==> config.mk <==
export PLATFORM = sky130hd
export DESIGN_NAME = reg_file_sb
export DESIGN_NICKNAME = d
export VERILOG_FILES = /design/src/rtl/reg_file_pkg.sv /design/src/rtl/reg_scoreboard.sv /design/src/rtl/reg_file_sb.sv
export SDC_FILE = /design/constraint.sdc
export NUM_CORES = 1
export LEC_CHECK = 0
export ABC_AREA = 1
export BUFFER_PORTS_ARGS = -buffer_cell sky130_fd_sc_hd__buf_4
export CAP_MARGIN = 0
export CORE_UTILIZATION = 25
export CTS_CLUSTER_SIZE = 8
export DETAILED_ROUTE_END_ITERATION = 16
export GPL_TIMING_DRIVEN = 0
export PLACE_DENSITY = 0.48
export SLEW_MARGIN = 20
export SYNTH_ARGS = -nofsm -noshare
export SYNTH_HDL_FRONTEND = slang
export SYNTH_SLANG_ARGS = --single-unit
==> constraint.sdc <==
create_clock -name clk -period 1.45 [get_ports clk]
set_input_delay 0.2175 -clock clk [delete_from_list [all_inputs] [get_ports clk]]
set_output_delay 0.2175 -clock clk [all_outputs]
set_load 0.01 [all_outputs]
==> src/rtl/reg_file_pkg.sv <==
// Shared constants and helpers for the scoreboarded register file.
// Holds the default sizes, the address-width derivation and the PC index.
package reg_file_pkg;

  localparam int DEF_N    = 32;
  localparam int DEF_NREG = 16;

  function automatic int addr_width(input int nreg);
    return $clog2(nreg);
  endfunction

  // The top register always holds the program counter.
  function automatic int pc_index(input int nreg);
    return nreg - 1;
  endfunction

  localparam int PC_IDX = pc_index(DEF_NREG);

endpackage

==> src/rtl/reg_scoreboard.sv <==
// Busy-bit scoreboard: one reservation bit per register, plus STALL and BUSY_ANY.
// STALL semantics depend on REG_FILE_SB_BYPASS_EN (bypassed load return does not stall).
module reg_scoreboard
  import reg_file_pkg::*;
#(
  parameter int NREG = DEF_NREG,
  localparam int AW  = addr_width(NREG)
) (
  input  logic          clk,
  input  logic          rst,
  input  logic [AW-1:0] addr1,
  input  logic [AW-1:0] addr2,
  input  logic          we4,
  input  logic [AW-1:0] addr4,
  input  logic          res_en,
  input  logic [AW-1:0] res_addr,
  output logic          stall,
  output logic          busy_any
);

  localparam int            PC   = pc_index(NREG);
  localparam logic [AW-1:0] PC_A = AW'(PC);

  logic [NREG-1:0] busy_reg;
  logic [NREG-1:0] set_vec;
  logic [NREG-1:0] clr_vec;

  genvar gi;
  generate
    for (gi = 0; gi < NREG; gi++) begin : g_bits
      // The PC can never be reserved, so its set term is tied low.
      assign set_vec[gi] = (gi != PC) && res_en && (res_addr == AW'(gi));
      assign clr_vec[gi] = we4 && (addr4 == AW'(gi));
    end
  endgenerate

  // Set after clear: a reservation issued alongside a load return survives.
  always_ff @(posedge clk or negedge rst) begin
    if (!rst) begin
      busy_reg <= '0;
    end else begin
      busy_reg <= (busy_reg & ~clr_vec) | set_vec;
    end
  end

  logic hit1;
  logic hit2;
  logic stall1;
  logic stall2;

  assign hit1 = we4 && (addr4 == addr1);
  assign hit2 = we4 && (addr4 == addr2);

`ifdef REG_FILE_SB_BYPASS_EN
  assign stall1 = (addr1 != PC_A) && busy_reg[addr1] && !hit1;
  assign stall2 = (addr2 != PC_A) && busy_reg[addr2] && !hit2;
`else
  // Without bypass the returning value is not visible until next cycle.
  assign stall1 = (addr1 != PC_A) && (busy_reg[addr1] || hit1);
  assign stall2 = (addr2 != PC_A) && (busy_reg[addr2] || hit2);
`endif

  assign stall    = stall1 || stall2;
  assign busy_any = |busy_reg;

endmodule

==> src/rtl/reg_file_sb.sv <==
// Two-read / two-write register file with PC register and load scoreboard.
// Optional write-through bypass enabled by macro REG_FILE_SB_BYPASS_EN.
module reg_file_sb
  import reg_file_pkg::*;
#(
  parameter int N    = DEF_N,
  parameter int NREG = DEF_NREG,
  localparam int AW  = addr_width(NREG)
) (
  input  logic          clk,
  input  logic          rst,
  input  logic [AW-1:0] A1,
  input  logic [AW-1:0] A2,
  output logic [N-1:0]  RD1,
  output logic [N-1:0]  RD2,
  input  logic          WE3,
  input  logic [AW-1:0] A3,
  input  logic [N-1:0]  WD3,
  input  logic          WE4,
  input  logic [AW-1:0] A4,
  input  logic [N-1:0]  WD4,
  input  logic          RES_EN,
  input  logic [AW-1:0] RES_A,
  input  logic [N-1:0]  R15,
  output logic          STALL,
  output logic          BUSY_ANY
);

  localparam int PC = pc_index(NREG);

  logic [N-1:0] regs_reg [NREG];

  // PC reloads every edge; ALU writes take priority over load returns.
  always_ff @(posedge clk or negedge rst) begin
    if (!rst) begin
      for (int i = 0; i < NREG; i++) regs_reg[i] <= '0;
    end else begin
      for (int i = 0; i < NREG; i++) begin
        if (i == PC)                     regs_reg[i] <= R15;
        else if (WE3 && A3 == AW'(i))    regs_reg[i] <= WD3;
        else if (WE4 && A4 == AW'(i))    regs_reg[i] <= WD4;
      end
    end
  end

`ifdef REG_FILE_SB_BYPASS_EN
  localparam logic [AW-1:0] PC_A = AW'(PC);

  function automatic logic [N-1:0] bypass_read(
    input logic [AW-1:0] a,
    input logic [N-1:0]  stored,
    input logic          we3,
    input logic [AW-1:0] a3,
    input logic [N-1:0]  wd3,
    input logic          we4,
    input logic [AW-1:0] a4,
    input logic [N-1:0]  wd4
  );
    if (a == PC_A)             return stored;
    if (we3 && a3 == a)        return wd3;
    if (we4 && a4 == a)        return wd4;
    return stored;
  endfunction

  assign RD1 = bypass_read(A1, regs_reg[A1], WE3, A3, WD3, WE4, A4, WD4);
  assign RD2 = bypass_read(A2, regs_reg[A2], WE3, A3, WD3, WE4, A4, WD4);
`else
  assign RD1 = regs_reg[A1];
  assign RD2 = regs_reg[A2];
`endif

  reg_scoreboard #(
    .NREG (NREG)
  ) u_scoreboard (
    .clk      (clk),
    .rst      (rst),
    .addr1    (A1),
    .addr2    (A2),
    .we4      (WE4),
    .addr4    (A4),
    .res_en   (RES_EN),
    .res_addr (RES_A),
    .stall    (STALL),
    .busy_any (BUSY_ANY)
  );

endmodule

==> metrics.txt <==
Crit Path Class input pin to output port; metal2 WL 102,000 um; core area 130,000 um2; vias per inst 6.03; Routed WL per cell 36.1 um; Post-DP HPWL 179,000 um; Worst VDD drop 0.954 mV; met3 WL 32,100 um; register area 13,200 um2; DRT iter0 DRCs 6,449; Slew @ Worst Pin 1110 ps; largest net degree at the start of global routing 86; Post-Route WL 249,000 um; IO Count 187; failing checks negative hold slack, negative setup slack; Cell Rows 132; Die ar. 133,000 um2; FMAX 435 MHz; Critical Path Sink Type output port; most common cell after layout, fill and taps aside o21ai_0; share of cells above drive strength 1 23.5%; hold slack -551 ps; Max Buffers Root-to-Sink 3; Detailed Routing Iterations Pass 1 9; pwr dens 1260 nW/um2; CP Cell Sequence clkbuf_4, inv_6, buf_6, clkbuf_8, nor2_1, o211ai_1, nand3_2, nand3_2, buf_6; area of the multi-input gates 17,800 um2; Net count, final 5,237; EDFF count, synth 0; flop and latch count out of synthesis 528; fill count 14,300; DR vias 41,500; Synth area leaders dfrtp_1 40%, o21ai_0 17%, a21oi_1 9.5%, nand2_1 6.9%, nand3_1 5.2%; ys flop type dfrtp_1; Max FO, Critical Path 10; Post-Route M1 WL 94,400 um; post-synthesis sequential area ratio 40.3%; WP data arrival 2080 ps; most frequent cells in the layout 960 x o21ai_0, 586 x nand2_1, 538 x a21oi_1; min cycle time layout 2300 ps; H-tree depth 3; GRT Util Overall 36.6%; fin crit share 158%; worst-case clock skew 0 ps; antenna violations before repair 21; Worst Path Required 1230 ps; I/O Buffers 152; Pleak 0.0192 uW; Slew Limit Headroom 26.1%; Final ANT Viol Nets 0; final count of hold timing violations 116; Yosys top cell area share 40.3%; Finished Layout Cells 6,879; Die Ht 364 um; slowest stage delay, CP 300 ps; Netlist cell types 33; first-pass GRT wire length 330,000 um; clock root buffer clkbuf_16; status complete, but fails checks; CTS tree built; Post-Syn Nets 4,824; final setup TNS -45,860 ps; vias in the first global route 38,700; Critical path buffers and inverters 5; fin worst setup slack -848 ps; power consumption 54,400 uW; unrepaired setup endpoints after global routing yes; critical path's top delay family buffers and inverters; topmost layer with routed signal wires met5; max_cap viols 0; clock buffer count from CTS 77; DIE WIDTH 364 um; Initial Util 25.2%; Routability Congestion 1.05; Inst Count DP 6,605; worst-skew pair later-pin latency 700 ps; Synth area leader dfrtp_1; Worst Setup Start Kind input pin; Synth-to-Final Area Change 32.2%; Hold Crit Class input pin to async pin; Synth Warn # 0; setup violators final 108; Worst path slowest cell clkbuf_8; fin. max-slew vios 0; clock sinks 528; DP Worst Slack -2270 ps; synthesized instance count 4,703; Post-synth ARST share 100%; max reg flops 512; Mean Syn Cell Area 6.97 um2; Mapped Area 32,800 um2; clock slew at the register clock pins of the worst setup and hold paths 50 ps; Residual DRC 0; total gr overflow 0
==> final timing paths <==
kind / startpoint / end / slack (ps) / cells past startpoint
min reg2reg: regs_reg[229]$_DFFE_PN0P_ / regs_reg[229]$_DFFE_PN0P_ / 500 / 2
max: A1[0] / RD1[28] / -850 / 9
max in group asynchronous: rst / regs_reg[171]$_DFFE_PN0P_ / 210 / 3
max reg2reg: regs_reg[223]$_DFFE_PN0P_ / regs_reg[223]$_DFFE_PN0P_ / 290 / 3
min in group clk: WD4[21] / regs_reg[277]$_DFFE_PN0P_ / 20 / 3
min: rst / regs_reg[77]$_DFFE_PN0P_ / -550 / 1
==> cells by family after synthesis <==
group / after synthesis / share of synthesized area, %
compound gates: 2068 / 33.3
simple gates: 1200 / 15.3
buf+inv: 906 / 11.0
flops: 528 / 40.3
xor+xnor: 1 / 0.0267
==> power by group <==
part	leakage [uW]	switching, uW	internal (uW)
logic	0.0118	10600	5570
clock network	0.00105	7920	9960
registers	0.00631	2140	18200
==> Yosys cell counts (34+ instances only) <==
master	instances
o221ai_1	34
dfrtp_1	528
clkbuf_1	275
o211ai_1	106
nor2_1	238
buf_2	108
o21ai_1	41
o22ai_1	123
nand2_1	600
buf_1	49
nand3_1	342
o21ai_0	1131
inv_1	429
a21oi_1	622
==> timing repair <==
action / 4_1_cts / 5_1_grt
pin swaps: 177 / 180
setup endpoints to repair: 550 / 483
gates cloned: 0 / 2
setup buffers: 61 / 29
hold endpoints to repair: 284 / 94
hold buffers: 82 / 2
gates resized for setup: 846 / 443
==> metrics by stage <==
| step | utilization [%] | instance area, um2 |
|---|---|---|
| 6_report | 33.4 | 43300 |
| 5_1_grt | 33.4 | 43300 |
| 4_1_cts | 32.4 | 42100 |
| 3_5_place_dp | 28.1 | 36500 |
| 3_3_place_gp | 28.0 | 36300 |
| 2_1_floorplan | - | 33000 |
==> per-layer routing <==
| metal | global-route usage, % | vias up |
|---|---|---|
| met4 | 25.3 | 16 |
| met5 | 0 | - |
| met1 | 45.6 | 20300 |
| li1 | - | 16900 |
| met2 | 52.8 | 3282 |
| met3 | 12.5 | 931 |
==> final cells by class <==
type | instances | area share, %
multi-input cells | 3269 | 41.0
repair buffers | 336 | 7.51
clock buffers | 89 | 4.80
diodes | 6 | 0.0347
clock inverters | 5 | 0.110
plain buffers | 454 | 7.03
flip-flops and latches | 528 | 30.5
well taps | 1742 | 5.03
inverters | 450 | 3.98
(Power assumes the default switching activity.)
